File: config.mk
export PLATFORM = sky130hd
export DESIGN_NAME = bram_port_arbiter_flat
export DESIGN_NICKNAME = d
export VERILOG_FILES = /design/src/rtl/bram_port_arbiter_if.sv /design/src/rtl/bram_port_arbiter.sv /design/src/flat_wrapper.sv
export SDC_FILE = /design/constraint.sdc
export NUM_CORES = 1
export LEC_CHECK = 0
export ABC_AREA = 1
export BUFFER_PORTS_ARGS = -buffer_cell sky130_fd_sc_hd__clkbuf_2
export CORE_MARGIN = 3
export CORE_UTILIZATION = 30
export CTS_CLUSTER_DIAMETER = 60
export DETAILED_ROUTE_END_ITERATION = 12
export PLACE_DENSITY = 0.65
export SLEW_MARGIN = 20
export SYNTH_ARGS = -nofsm -noshare
export SYNTH_HDL_FRONTEND = slang
export SYNTH_SLANG_ARGS = --single-unit
export TNS_END_PERCENT = 100
File: constraint.sdc
create_clock -name clk -period 1.4 [get_ports clk]
set_input_delay 0.28 -clock clk [delete_from_list [all_inputs] [get_ports clk]]
set_output_delay 0.28 -clock clk [all_outputs]
set_load 0.02 [all_outputs]
File: src/rtl/bram_port_arbiter_if.sv
// Requester-side and BRAM-side signals of the shared BRAM port arbiter.
// slave = arbiter view; master = requesters plus BRAM output (test/system side).
interface bram_port_arbiter_if #(
    parameter int unsigned DATA_W = 16,
    parameter int unsigned ADDR_W = 10
);
    logic              r0_req;
    logic              r0_we;
    logic              r0_lock;
    logic [ADDR_W-1:0] r0_addr;
    logic [DATA_W-1:0] r0_wdata;
    logic              r0_gnt;
    logic              r0_rvalid;
    logic [DATA_W-1:0] r0_rdata;

    logic              r1_req;
    logic              r1_we;
    logic              r1_lock;
    logic [ADDR_W-1:0] r1_addr;
    logic [DATA_W-1:0] r1_wdata;
    logic              r1_gnt;
    logic              r1_rvalid;
    logic [DATA_W-1:0] r1_rdata;

    logic [ADDR_W-1:0] bram_addr;
    logic [DATA_W-1:0] bram_data;
    logic              bram_we;
    logic [DATA_W-1:0] bram_q;
    logic              locked;

    modport slave (
        input  r0_req, r0_we, r0_lock, r0_addr, r0_wdata,
        input  r1_req, r1_we, r1_lock, r1_addr, r1_wdata,
        input  bram_q,
        output r0_gnt, r0_rvalid, r0_rdata,
        output r1_gnt, r1_rvalid, r1_rdata,
        output bram_addr, bram_data, bram_we, locked
    );

    modport master (
        output r0_req, r0_we, r0_lock, r0_addr, r0_wdata,
        output r1_req, r1_we, r1_lock, r1_addr, r1_wdata,
        output bram_q,
        input  r0_gnt, r0_rvalid, r0_rdata,
        input  r1_gnt, r1_rvalid, r1_rdata,
        input  bram_addr, bram_data, bram_we, locked
    );
endinterface

File: src/rtl/bram_port_arbiter.sv
// Round-robin arbiter with lock/timeout sharing one BRAM port between two requesters.
// Define ARB_FIXED_PRIORITY_EN to make r0 win every IDLE tie instead of round-robin.
module bram_port_arbiter #(
    parameter int unsigned DATA_W   = 16,
    parameter int unsigned ADDR_W   = 10,
    parameter int unsigned LOCK_MAX = 8
) (
    input  logic                 clk,
    input  logic                 reset,
    bram_port_arbiter_if.slave   bus
);
    localparam int unsigned      CNT_W    = (LOCK_MAX > 1) ? $clog2(LOCK_MAX) : 1;
    localparam logic [CNT_W-1:0] CNT_LAST = CNT_W'(LOCK_MAX - 1);

    typedef enum logic [1:0] {
        IDLE  = 2'd0,
        LOCK0 = 2'd1,
        LOCK1 = 2'd2
    } state_t;

    state_t            r_state;
    state_t            w_state_nxt;
    logic              r_last;
    logic              w_last_nxt;
    logic [CNT_W-1:0]  r_cnt;
    logic [CNT_W-1:0]  w_cnt_nxt;

    logic              w_gnt0;
    logic              w_gnt1;
    logic              w_any_gnt;
    logic              w_tie_r0;
    logic              w_timeout;
    logic              w_win_lock;
    logic              w_win_we;
    logic [ADDR_W-1:0] w_win_addr;
    logic [DATA_W-1:0] w_win_data;

    logic [ADDR_W-1:0] r_bram_addr;
    logic [DATA_W-1:0] r_bram_data;
    logic              r_bram_we;

    // Read-return pipeline: stage 1 = access on BRAM, stage 2 = data on bram_q
    logic              r_v1;
    logic              r_id1;
    logic              r_v2;
    logic              r_id2;
    logic [DATA_W-1:0] r_rdata0;
    logic [DATA_W-1:0] r_rdata1;

    // r_last = 1 means r1 was granted last, so r0 wins the next tie
`ifdef ARB_FIXED_PRIORITY_EN
    assign w_tie_r0 = 1'b1;
`else
    assign w_tie_r0 = r_last;
`endif

    // Next-state, grant and winner selection
    always_comb begin
        w_gnt0      = 1'b0;
        w_gnt1      = 1'b0;
        w_state_nxt = r_state;
        w_last_nxt  = r_last;
        w_cnt_nxt   = '0;
        w_timeout   = (r_state != IDLE) && (r_cnt == CNT_LAST);

        case (r_state)
            IDLE: begin
                if (bus.r0_req && bus.r1_req) begin
                    w_gnt0 = w_tie_r0;
                    w_gnt1 = !w_tie_r0;
                end else begin
                    w_gnt0 = bus.r0_req;
                    w_gnt1 = bus.r1_req;
                end
            end
            LOCK0:   w_gnt0 = bus.r0_req;
            LOCK1:   w_gnt1 = bus.r1_req;
            default: ;
        endcase

        if (!reset) begin
            w_gnt0 = 1'b0;
            w_gnt1 = 1'b0;
        end

        w_any_gnt  = w_gnt0 || w_gnt1;
        w_win_lock = w_gnt1 ? bus.r1_lock  : bus.r0_lock;
        w_win_we   = w_gnt1 ? bus.r1_we    : bus.r0_we;
        w_win_addr = w_gnt1 ? bus.r1_addr  : bus.r0_addr;
        w_win_data = w_gnt1 ? bus.r1_wdata : bus.r0_wdata;

        if (w_any_gnt) begin
            w_last_nxt = w_gnt1;
            if (w_win_lock && !w_timeout) begin
                w_state_nxt = w_gnt1 ? LOCK1 : LOCK0;
            end else begin
                w_state_nxt = IDLE;
            end
        end else if (w_timeout) begin
            w_state_nxt = IDLE;
            w_last_nxt  = (r_state == LOCK1);
        end

        // Counter restarts on entry into a lock state and runs while it persists
        if ((w_state_nxt != IDLE) && (w_state_nxt == r_state)) begin
            w_cnt_nxt = CNT_W'(r_cnt + 1'b1);
        end
    end

    always_ff @(posedge clk) begin
        if (!reset) begin
            r_state     <= IDLE;
            r_last      <= 1'b1;
            r_cnt       <= '0;
            r_bram_addr <= '0;
            r_bram_data <= '0;
            r_bram_we   <= 1'b0;
            r_v1        <= 1'b0;
            r_id1       <= 1'b0;
            r_v2        <= 1'b0;
            r_id2       <= 1'b0;
            r_rdata0    <= '0;
            r_rdata1    <= '0;
        end else begin
            r_state   <= w_state_nxt;
            r_last    <= w_last_nxt;
            r_cnt     <= w_cnt_nxt;
            r_bram_we <= w_any_gnt && w_win_we;
            if (w_any_gnt) begin
                r_bram_addr <= w_win_addr;
                r_bram_data <= w_win_data;
            end
            r_v1  <= w_any_gnt && !w_win_we;
            r_id1 <= w_gnt1;
            r_v2  <= r_v1;
            r_id2 <= r_id1;
            if (r_v2 && !r_id2) r_rdata0 <= bus.bram_q;
            if (r_v2 &&  r_id2) r_rdata1 <= bus.bram_q;
        end
    end

    assign bus.r0_gnt    = w_gnt0;
    assign bus.r1_gnt    = w_gnt1;
    assign bus.bram_addr = r_bram_addr;
    assign bus.bram_data = r_bram_data;
    assign bus.bram_we   = r_bram_we;
    assign bus.locked    = (r_state != IDLE);

    // bram_q is the BRAM's own output register; the hold registers keep it between strobes
    assign bus.r0_rvalid = r_v2 && !r_id2;
    assign bus.r1_rvalid = r_v2 &&  r_id2;
    assign bus.r0_rdata  = bus.r0_rvalid ? bus.bram_q : r_rdata0;
    assign bus.r1_rdata  = bus.r1_rvalid ? bus.bram_q : r_rdata1;
endmodule

File: src/flat_wrapper.sv
// flat-port wrapper written by rule: the top's interface ports become plain ports
module bram_port_arbiter_flat 
#(
    parameter int unsigned DATA_W   = 16,
    parameter int unsigned ADDR_W   = 10,
    parameter int unsigned LOCK_MAX = 8
)
  (clk, reset, bus_r0_req, bus_r0_we, bus_r0_lock, bus_r0_addr, bus_r0_wdata, bus_r1_req, bus_r1_we, bus_r1_lock, bus_r1_addr, bus_r1_wdata, bus_bram_q, bus_r0_gnt, bus_r0_rvalid, bus_r0_rdata, bus_r1_gnt, bus_r1_rvalid, bus_r1_rdata, bus_bram_addr, bus_bram_data, bus_bram_we, bus_locked);
  bram_port_arbiter_if #(.DATA_W(DATA_W), .ADDR_W(ADDR_W)) bus_i ();
  input  logic clk;
  input  logic reset;
  input wire logic [$bits(bus_i.r0_req)-1:0] bus_r0_req;
  input wire logic [$bits(bus_i.r0_we)-1:0] bus_r0_we;
  input wire logic [$bits(bus_i.r0_lock)-1:0] bus_r0_lock;
  input wire logic [$bits(bus_i.r0_addr)-1:0] bus_r0_addr;
  input wire logic [$bits(bus_i.r0_wdata)-1:0] bus_r0_wdata;
  input wire logic [$bits(bus_i.r1_req)-1:0] bus_r1_req;
  input wire logic [$bits(bus_i.r1_we)-1:0] bus_r1_we;
  input wire logic [$bits(bus_i.r1_lock)-1:0] bus_r1_lock;
  input wire logic [$bits(bus_i.r1_addr)-1:0] bus_r1_addr;
  input wire logic [$bits(bus_i.r1_wdata)-1:0] bus_r1_wdata;
  input wire logic [$bits(bus_i.bram_q)-1:0] bus_bram_q;
  output wire logic [$bits(bus_i.r0_gnt)-1:0] bus_r0_gnt;
  output wire logic [$bits(bus_i.r0_rvalid)-1:0] bus_r0_rvalid;
  output wire logic [$bits(bus_i.r0_rdata)-1:0] bus_r0_rdata;
  output wire logic [$bits(bus_i.r1_gnt)-1:0] bus_r1_gnt;
  output wire logic [$bits(bus_i.r1_rvalid)-1:0] bus_r1_rvalid;
  output wire logic [$bits(bus_i.r1_rdata)-1:0] bus_r1_rdata;
  output wire logic [$bits(bus_i.bram_addr)-1:0] bus_bram_addr;
  output wire logic [$bits(bus_i.bram_data)-1:0] bus_bram_data;
  output wire logic [$bits(bus_i.bram_we)-1:0] bus_bram_we;
  output wire logic [$bits(bus_i.locked)-1:0] bus_locked;
  assign bus_i.r0_req = bus_r0_req;
  assign bus_i.r0_we = bus_r0_we;
  assign bus_i.r0_lock = bus_r0_lock;
  assign bus_i.r0_addr = bus_r0_addr;
  assign bus_i.r0_wdata = bus_r0_wdata;
  assign bus_i.r1_req = bus_r1_req;
  assign bus_i.r1_we = bus_r1_we;
  assign bus_i.r1_lock = bus_r1_lock;
  assign bus_i.r1_addr = bus_r1_addr;
  assign bus_i.r1_wdata = bus_r1_wdata;
  assign bus_i.bram_q = bus_bram_q;
  assign bus_r0_gnt = bus_i.r0_gnt;
  assign bus_r0_rvalid = bus_i.r0_rvalid;
  assign bus_r0_rdata = bus_i.r0_rdata;
  assign bus_r1_gnt = bus_i.r1_gnt;
  assign bus_r1_rvalid = bus_i.r1_rvalid;
  assign bus_r1_rdata = bus_i.r1_rdata;
  assign bus_bram_addr = bus_i.bram_addr;
  assign bus_bram_data = bus_i.bram_data;
  assign bus_bram_we = bus_i.bram_we;
  assign bus_locked = bus_i.locked;
  bram_port_arbiter #(.DATA_W(DATA_W), .ADDR_W(ADDR_W), .LOCK_MAX(LOCK_MAX)) u_core (.clk(clk), .reset(reset), .bus(bus_i));
endmodule
==> flow_summary.json <==
{
  "overflow": 0,
  "dr_total_vias": 3720,
  "cpMaxStageDelayCell": "dfxtp_4",
  "syn_area_per_cell_um2": 7.12,
  "yosys.area_share.simple_pct": 26.7,
  "wl_per_cell_um": 16.2,
  "multi_input_area_mm2": 0.00212,
  "grt_first_pass_wirelength_um": 18000,
  "max_freq_ghz": 0.515,
  "synth_adder_area_share_pct": 0.845,
  "port_buffers": 139,
  "cts_tree": "done",
  "worst_ep_arrival_time_ns": 1.66,
  "clk_path_buf_depth": 2,
  "drt-total-wl_um": 12700,
  "drtIter0Drc": 79,
  "ios": 140,
  "fin_ws_ns": -0.542,
  "holdWs_ns": 0.219,
  "slew_headroom_pct": 48.1,
  "setup_violations": 78,
  "cp-start-kind": "register",
  "synth-compound-area-share_pct": 14.8,
  "pre_cts_ws_ns": -0.226,
  "grt_pass1_vias": 3750,
  "holdCritPathClass": "in -> reg",
  "antenna_found_initial": 0,
  "grt_usage_pct": 20.1,
  "synth-xor-area-share_pct": 0,
  "place.gp.congestion": 0.791,
  "yosysUniqueCellTypes": 19,
  "dpl_cell_area_mm2": 0.00413,
  "p_leak_uw": 0.00309,
  "ys_warn_count": 0,
  "ir_drop_v": 0.000650,
  "diodes": 0,
  "clk_pin_slew_worst_paths_ns": 0.08,
  "holdBufCountCts": 0,
  "synthMuxAreaShare_pct": 0,
  "period_needed_ns": 1.94,
  "ff_latch_area_mm2": 0.00140,
  "synth-seq-cells": 69,
  "critPathRequiredTime_ns": 1.12,
  "clock_sinks": 69,
  "die_area_mm2": 0.0111,
  "nFillCells": 675,
  "die_x_um": 105,
  "crit_path_max_fanout": 8,
  "ys_seq_area_share_pct": 46.6,
  "clock_latency_ns": 0.34,
  "outcome": "finished with violations",
  "nets": 732,
  "finalMaxSlewViolations": 0,
  "syn_nets": 494,
  "drc_errors": 0,
  "drt-pass1-iter-count": 4,
  "fp-row-count": 35,
  "critPathKind": "reg -> out",
  "grt_setup_unrepaired": "yes",
  "viasPerCell": 4.73,
  "dp_hpwl_um": 6150,
  "synth_top_family_by_area": "simple AND/OR/NAND/NOR gates",
  "critPathBufInv": 5,
  "power_density_mw_per_mm2": 896,
  "skew_ns": 0.0103,
  "syn_area_mm2": 0.00296,
  "drive_above_1_share_pct": 72.5,
  "start_util_pct": 31.5,
  "max_stage_delay_ns": 0.36,
  "area.growth.synth_to_final_pct": 115,
  "design_area_mm2": 0.00636,
  "cts_root_buffer": "clkbuf_8",
  "ant_nets": 0,
  "htree_levels": 3,
  "max-cap-violations": 0,
  "period_share_pct": 139,
  "syn_inst": 416,
  "worstPathCellList": "nor2_4 -> buf_4 -> clkinvlp_4 -> buf_12 -> o21ai_2 -> inv_1 -> clkbuf_8",
  "die_height_um": 105,
  "violations": "setup timing",
  "cts_buffers": 9,
  "cp_top_family": "buffers and inverters",
  "worst_pin_slew_ns": 0.779,
  "worstSetupEndpointType": "primary output",
  "grt_max_degree": 60,
  "core_mm2": 0.00942,
  "final_hold_viol_count": 0,
  "finalSetupTns_ns": -20.08
}
timing repair:
action                                 4_1_cts  5_1_grt
endpoints found under the hold margin        0        0
pin swaps                                   30       54
gates resized for setup                    219      194
cloned                                      10        5
buffers inserted                            49       10
setup endpoints to repair                   62       86
cell usage in the layout, fill, tap and decap left out, drive strengths merged, types with 3 or more instances in the layout:
cell type and count:
a21oi 27, o21ai 59, dfxtp 69, nand2 40
nor2 98, nand3 11, clkinv 3, or2 33
buf 114, inv 55, clkbuf 140, clkinvlp 4
cell usage after synthesis:
master | number | share of area, %
or2_2 | 33 | 7.0
buf_2 | 5 | 0.84
nand2_1 | 38 | 4.8
inv_1 | 49 | 6.2
nand3_2 | 1 | 0.34
nand3_1 | 10 | 1.7
ha_1 | 2 | 0.84
o21ai_1 | 25 | 4.2
inv_2 | 6 | 0.76
clkbuf_1 | 11 | 1.4
nand2_2 | 2 | 0.42
nor2_1 | 97 | 12
o21ai_0 | 34 | 5.7
nor2_2 | 1 | 0.21
o2111ai_1 | 1 | 0.30
a21oi_1 | 27 | 4.6
buf_4 | 1 | 0.25
dfxtp_1 | 69 | 47
buf_6 | 4 | 1.5
state kept, by name, indices dropped and copies added (netlist names):
name and flops:
u_core.bus.bram_addr 10, u_core.r_id2 1, u_core.r_state 2, u_core.r_v2 1, u_core.bus.bram_data 16, u_core.r_id1 1
u_core.r_rdata0 16, u_core.r_last 1, u_core.r_cnt 3, u_core.r_v1 1, u_core.bus.bram_we 1, u_core.r_rdata1 16
power breakdown:
group          internal (µW)  switching (µW)  leakage, µW  total, µW
clock                   1050             804     0.000105       1850
combinational            838             878      0.00242       1720
sequential              2070            69.3     0.000566       2140
total                   3950            1750      0.00309       5700
layout make-up:
cell class	count	share of cell area, %
Clock buffer	10	2.16
Clock inverter	5	1.32
Inverter	55	3.85
Multi-Input combinational cell	271	33.3
Sequential cell	69	21.9
Tap cell	129	2.54
Timing Repair Buffer	244	34.2
Timing Repair inverter	4	0.727
worst reg2reg max path, stage by stage (launching register included):
cell,delay (ns)
dfxtp_4,0.36
buf_4,0.15
nand2_8,0.13
buf_6,0.12
buf_12,0.14
o21ai_4,0.07
buf_4,0.13
buf_4,0.12
buf_4,0.12
buf_4,0.12
buf_4,0.12
buf_4,0.12
nor2_2,0.06
layer usage:
metal	up-vias	track usage [%]	part of all wire [%]
li1	1774	-	-
met1	1762	21.8	37
met2	150	37.5	54
met3	34	4.78	6.3
met4	0	7.50	2.7
met5	-	0	0
metrics by stage:
| step | power (µW) | util (%) | std cells |
|---|---|---|---|
| after floorplan | 2680 | - | 416 |
| after global placement | 3090 | 43.9 | 708 |
| after detailed placement | 3110 | 43.9 | 708 |
| after CTS | 5390 | 59.5 | 777 |
| after global routing | 5950 | 67.6 | 787 |
| final | 5700 | 67.6 | 787 |
final timing paths:
check                           slack, ns                      end           start  cells past startpoint
worst max-delay path                -0.54         bus_r0_rdata[14]    u_core.r_id2                      7
worst min-delay path                 0.22  u_core.bus.bram_addr[8]  bus_r1_addr[8]                      3
worst max register to register      -0.43       u_core.r_rdata1[7]    u_core.r_id2                     12
worst min register to register       0.41              u_core.r_v2     u_core.r_v1                      2
cell families after synthesis:
group / after synthesis
and+or+nand+nor: 182
AOI/OAI and AO/OA: 87
buffers and inverters: 76
DFF: 69
adders and majority gates: 2
No activity file was read; power rests on OpenSTA's default activity.
